<file path="config.mk">
export PLATFORM = sky130hd
export DESIGN_NAME = fifo_wr_arbiter
export DESIGN_NICKNAME = d
export VERILOG_FILES = /design/src/rtl/fifo_wr_arbiter.sv
export SDC_FILE = /design/constraint.sdc
export NUM_CORES = 1
export LEC_CHECK = 0
export BUFFER_PORTS_ARGS = -buffer_cell sky130_fd_sc_hd__buf_2
export CAP_MARGIN = 20
export CORE_MARGIN = 2
export CORE_UTILIZATION = 39
export DETAILED_ROUTE_END_ITERATION = 8
export PLACE_DENSITY = 0.73
export REMOVE_ABC_BUFFERS = 1
export SETUP_SLACK_MARGIN = 0.3
export SLEW_MARGIN = 20
export SYNTH_ARGS = -nofsm -noshare
export SYNTH_HDL_FRONTEND = slang
export SYNTH_SLANG_ARGS = --single-unit
</file>
<file path="constraint.sdc">
create_clock -name clk -period 2.5 [get_ports clk]
set_input_delay 0.5 -clock clk [delete_from_list [all_inputs] [get_ports clk]]
set_output_delay 0.5 -clock clk [all_outputs]
set_load 0.02 [all_outputs]
</file>
<file path="src/rtl/fifo_wr_arbiter.sv">
// Round-robin arbiter sharing one fifo write port among NUM_REQ producers.
// A grant is held for a burst that ends on req_last, MAX_BURST beats, or an IDLE_TIMEOUT stall.
module fifo_wr_arbiter #(
  parameter int unsigned NUM_REQ      = 4,
  parameter int unsigned DATA_WIDTH   = 8,
  parameter int unsigned MAX_BURST    = 8,
  parameter int unsigned IDLE_TIMEOUT = 4
) (
  input  logic                            clk,
  input  logic                            rst_n,
  input  logic [NUM_REQ-1:0]              req_valid,
  input  logic [NUM_REQ-1:0]              req_last,
  input  logic [NUM_REQ*DATA_WIDTH-1:0]   req_data,
  output logic [NUM_REQ-1:0]              req_ready,
  input  logic                            fifo_full,
  output logic                            fifo_wr_en,
  output logic [DATA_WIDTH-1:0]           fifo_wr_data,
  output logic                            grant_vld,
  output logic [$clog2(NUM_REQ)-1:0]      grant_id
);

  localparam int unsigned ID_W    = $clog2(NUM_REQ);
  localparam int unsigned BEAT_W  = $clog2(MAX_BURST + 1);
  localparam int unsigned STALL_W = $clog2(IDLE_TIMEOUT + 1);

  typedef enum logic {
    S_IDLE  = 1'b0,
    S_GRANT = 1'b1
  } state_t;

  state_t              state_q, state_d;
  logic [ID_W-1:0]     rr_ptr_q, rr_ptr_d;
  logic [ID_W-1:0]     grant_id_d;
  logic                grant_vld_d;
  logic [BEAT_W-1:0]   beat_cnt_q, beat_cnt_d;
  logic [STALL_W-1:0]  stall_cnt_q, stall_cnt_d;

  logic                pick_vld;
  logic [ID_W-1:0]     pick_id;
  logic [ID_W-1:0]     cand;
  logic [DATA_WIDTH-1:0] sel_data;
  logic                beat;
  logic                done;

  // Round-robin search starting just after the last granted requester
  always_comb begin
    pick_vld = 1'b0;
    pick_id  = '0;
    cand     = '0;
    for (int unsigned off = 1; off <= NUM_REQ; off++) begin
      cand = ID_W'((32'(rr_ptr_q) + off) % NUM_REQ);
      if (!pick_vld && req_valid[cand]) begin
        pick_vld = 1'b1;
        pick_id  = cand;
      end
    end
  end

  assign sel_data = req_data[32'(grant_id) * DATA_WIDTH +: DATA_WIDTH];

  always_ff @(posedge clk) begin
    if (!rst_n) begin
      state_q     <= S_IDLE;
      rr_ptr_q    <= ID_W'(NUM_REQ - 1);
      grant_id    <= '0;
      grant_vld   <= 1'b0;
      beat_cnt_q  <= '0;
      stall_cnt_q <= '0;
    end else begin
      state_q     <= state_d;
      rr_ptr_q    <= rr_ptr_d;
      grant_id    <= grant_id_d;
      grant_vld   <= grant_vld_d;
      beat_cnt_q  <= beat_cnt_d;
      stall_cnt_q <= stall_cnt_d;
    end
  end

  // Next state plus write-port steering from the registered grant
  always_comb begin
    state_d      = state_q;
    rr_ptr_d     = rr_ptr_q;
    grant_id_d   = grant_id;
    grant_vld_d  = grant_vld;
    beat_cnt_d   = beat_cnt_q;
    stall_cnt_d  = stall_cnt_q;
    req_ready    = '0;
    fifo_wr_en   = 1'b0;
    fifo_wr_data = '0;
    beat         = 1'b0;
    done         = 1'b0;

    case (state_q)
      S_IDLE: begin
        if (pick_vld) begin
          state_d     = S_GRANT;
          grant_id_d  = pick_id;
          grant_vld_d = 1'b1;
          beat_cnt_d  = '0;
          stall_cnt_d = '0;
        end
      end
      S_GRANT: begin
        req_ready[grant_id] = ~fifo_full;
        beat                = req_valid[grant_id] & ~fifo_full;
        fifo_wr_en          = beat;
        if (beat) begin
          fifo_wr_data = sel_data;
          beat_cnt_d   = beat_cnt_q + BEAT_W'(1);
        end
        // Only an idle requester counts toward timeout; backpressure never does
        if (!req_valid[grant_id]) stall_cnt_d = stall_cnt_q + STALL_W'(1);
        else                      stall_cnt_d = '0;
        done = (beat & (req_last[grant_id] | (beat_cnt_q == BEAT_W'(MAX_BURST - 1))))
             | (~req_valid[grant_id] & (stall_cnt_q == STALL_W'(IDLE_TIMEOUT - 1)));
        if (done) begin
          state_d     = S_IDLE;
          grant_vld_d = 1'b0;
          rr_ptr_d    = grant_id;
        end
      end
      default: state_d = S_IDLE;
    endcase
  end

endmodule

</file>
==> reports/metrics.csv <==
stage;metric;value;unit
floorplanning;pin_count;59;
cts;numCtsBuffers;3;
cells_and_area;antenna_cells;0;
detailed_routing;num_vias;1076;
cells_and_area;drive_above_1_share;47.9;%
timing;slew_headroom;68.3;%
cts;cts_hold_buf;0;
placed_design;gp_congestion;0.744;
cts;insertion_delay;0.27;ns
placed_design;place_ws;0.363;ns
grt;grt_usage;18.5;%
worst_setup_path;critPathArrivalTime;1.66;ns
timing;period_needed;2.16;ns
cts;clockRootBuffer;clkbuf_4;
timing;setup_viol;0;
cells_and_area;nNetsFinal;214;
timing;finalClockSkew;0.000739;ns
floorplanning;fp.dieArea;3020;sq um
hold_path;holdCritPathClass;flop to flop;
detailed_routing;wl_per_cell;13.6;um
detailed_routing;firstDrtPassIters;4;
logic_synthesis;synth_area;1010;sq um
logic_synthesis;synth_warnings;0;
power_and_ir_drop;cellLeakagePower;0.744;nW
timing;rsz0062_at_grt;yes;
power_and_ir_drop;vdd_drop_max;0.279;mV
timing;hold_viol;0;
run;maxCapViolations;0;
floorplanning;fp.dieH;54.9;um
placed_design;dpl.hpwl;2.04;mm
detailed_routing;wl;2.69;mm
cts;cts_tree;done;
detailed_routing;ant_nets;0;
worst_setup_path;crit_path_max_fanout;8;
grt;grt_overflow_total;0;
cts;cts_buffer_depth;2;
timing;fin_crit_sh;86.2;%
status;status;complete, no violations;
detailed_routing;detail_route.iter0.violations;15;
logic_synthesis;yosys_register_bits;13;
cells_and_area;area_delta_synth_final;40.5;%
logic_synthesis;ys_seq_area_share;25.7;%
timing;worstMarginPinSlew;0.471;ns
timing;worst_slack;0.345;ns
logic_synthesis;synth_cell_types;33;
detailed_routing;avgViaCountPerCell;5.46;
worst_setup_path;path_class;flop to primary output;
logic_synthesis;avgSynthCellArea;9.64;sq um
cts;clock_sinks;13;
grt;first_global_vias;944;
grt;grt_pass1_wl;4.01;mm
placed_design;dp_cells;189;
grt;grt_max_degree;18;
worst_setup_path;crit_path_start_kind;flop;
cells_and_area;fin_cells;197;
cts;clk_pin_slew_worst_paths;0.08;ns
power_and_ir_drop;p_total;0.549;mW
timing;timing.fmax;0.464;GHz
logic_synthesis;netlist_instances;105;
timing;slew_violations;0;
floorplanning;die-width;54.9;um
power_and_ir_drop;powerDensity;386;nW/um^2
grt;antenna_found_initial;0;
floorplanning;row_count;18;
timing;fin_setup_tns;0;ns
cts;htreeDepth;1;
floorplanning;start_util;40.9;%
floorplanning;coreArea;2480;sq um
placed_design;port_buffers;58;
worst_setup_path;required;2.00;ns
detailed_routing;drc;0;
worst_setup_path;crit_path_end_kind;primary output;
where the power goes:
part           internal [mW]  switching [mW]
registers              0.217          0.0130
logic                  0.103          0.0858
clock network         0.0619          0.0682
critical path, cell delays in order (launching register included):
cell and delay, ns:
dfxtp_4 0.42, buf_8 0.14, mux4_2 0.49, and3_1 0.18, buf_2 0.15
timing repair:
action,in CTS,in global routing
setup endpoints to repair,9,9
gates cloned,0,1
buffers inserted,1,2
gates resized for setup,4,5
pin swaps,0,0
final timing paths:
path / slack, ns / depth (start not counted) / endpoint / start
max: 0.34 / 4 / fifo_wr_data[2] / grant_id[0]
min: 0.46 / 2 / grant_vld / grant_vld
max reg2reg: 0.50 / 6 / rr_ptr_q[1] / grant_id[0]
min reg2reg: 0.46 / 2 / grant_vld / grant_vld
cell usage in the layout (no fill, tap or decap), types with 2 or more instances in the layout:
master and instances:
buf_2 57, dfxtp_1 11, and3_1 10, nand2_1 8, nor2b_1 7, mux4_2 7
inv_1 6, nor2_1 6, buf_4 5, mux4_1 4, o21ai_0 4, a31oi_1 3
nand3_1 3, a22oi_1 3, mux2i_1 3, ha_1 3, clkbuf_4 3, and3b_1 2
o211ai_1 2, xor2_1 2
state kept, by name (all words and copies together) (netlist names):
name and cells:
beat_cnt_q 4, grant_id 2, grant_vld 1, rr_ptr_q 2, stall_cnt_q 3, state_q 1
cell type report:
type | count | area (sq um)
Clock buffer | 4 | 26.3
Fill cell | 232 | 1050
Inverter | 6 | 22.5
Multi-Input combinational cell | 80 | 722
Sequential cell | 13 | 265
Tap cell | 30 | 37.5
Timing Repair Buffer | 64 | 349
metal layers:
layer  vias to the layer above  global-route usage [%]  part of all wire (%)
li1                        528                       -                     -
met1                       527                    19.6                    40
met2                        19                    36.7                    56
met3                         2                    4.30                   3.2
met4                         0                    3.25                  0.52
met5                         -                       0                     0
cells in the mapped netlist:
master,count,area (sq um)
a31oi_1,3,18.8
o21ai_0,4,20.0
nand3_1,3,15.0
and3_1,11,68.8
or2_4,1,8.76
buf_1,1,3.75
nor2b_1,7,43.8
nand2_1,8,30.0
dfxtp_1,13,260
a211o_1,1,8.76
a21oi_1,1,5.00
mux2i_1,3,30.0
a22oi_1,3,22.5
nor4_1,1,6.26
o211ai_1,2,15.0
nor2_1,6,22.5
xor2_1,2,17.5
buf_6,1,11.3
mux4_2,6,135
nor3b_2,1,12.5
ha_1,3,37.5
o22a_1,1,8.76
or2_2,1,6.26
o211a_1,1,10.0
and2_1,1,6.26
mux4_1,4,105
and3b_1,2,17.5
buf_2,1,5.00
a21boi_0,1,7.51
inv_1,6,22.5
o31ai_1,1,7.51
clkbuf_1,4,15.0
nor3b_1,1,7.51
logic make-up after synthesis:
logic type	after synthesis	share of synthesized area, %
AOI/OAI and AO/OA	18	12.2
xor gates and xnor gates	2	1.73
adders and majority gates	3	3.71
buffers and inverters	13	5.68
DFF	13	25.7
muxes	13	26.7
and+or+nand+nor	43	24.2
per-stage QoR:
step | hold WS, ns | utilization [%] | cell area (sq um)
2_1_floorplan | 0.472 | - | 977
3_3_place_gp | 0.450 | 53.6 | 1330
3_5_place_dp | 0.457 | 53.6 | 1330
4_1_cts | 0.470 | 55.4 | 1370
5_1_grt | 0.491 | 57.4 | 1420
6_report | 0.463 | 57.4 | 1420
Note: power is estimated with default switching activity, not from simulation.
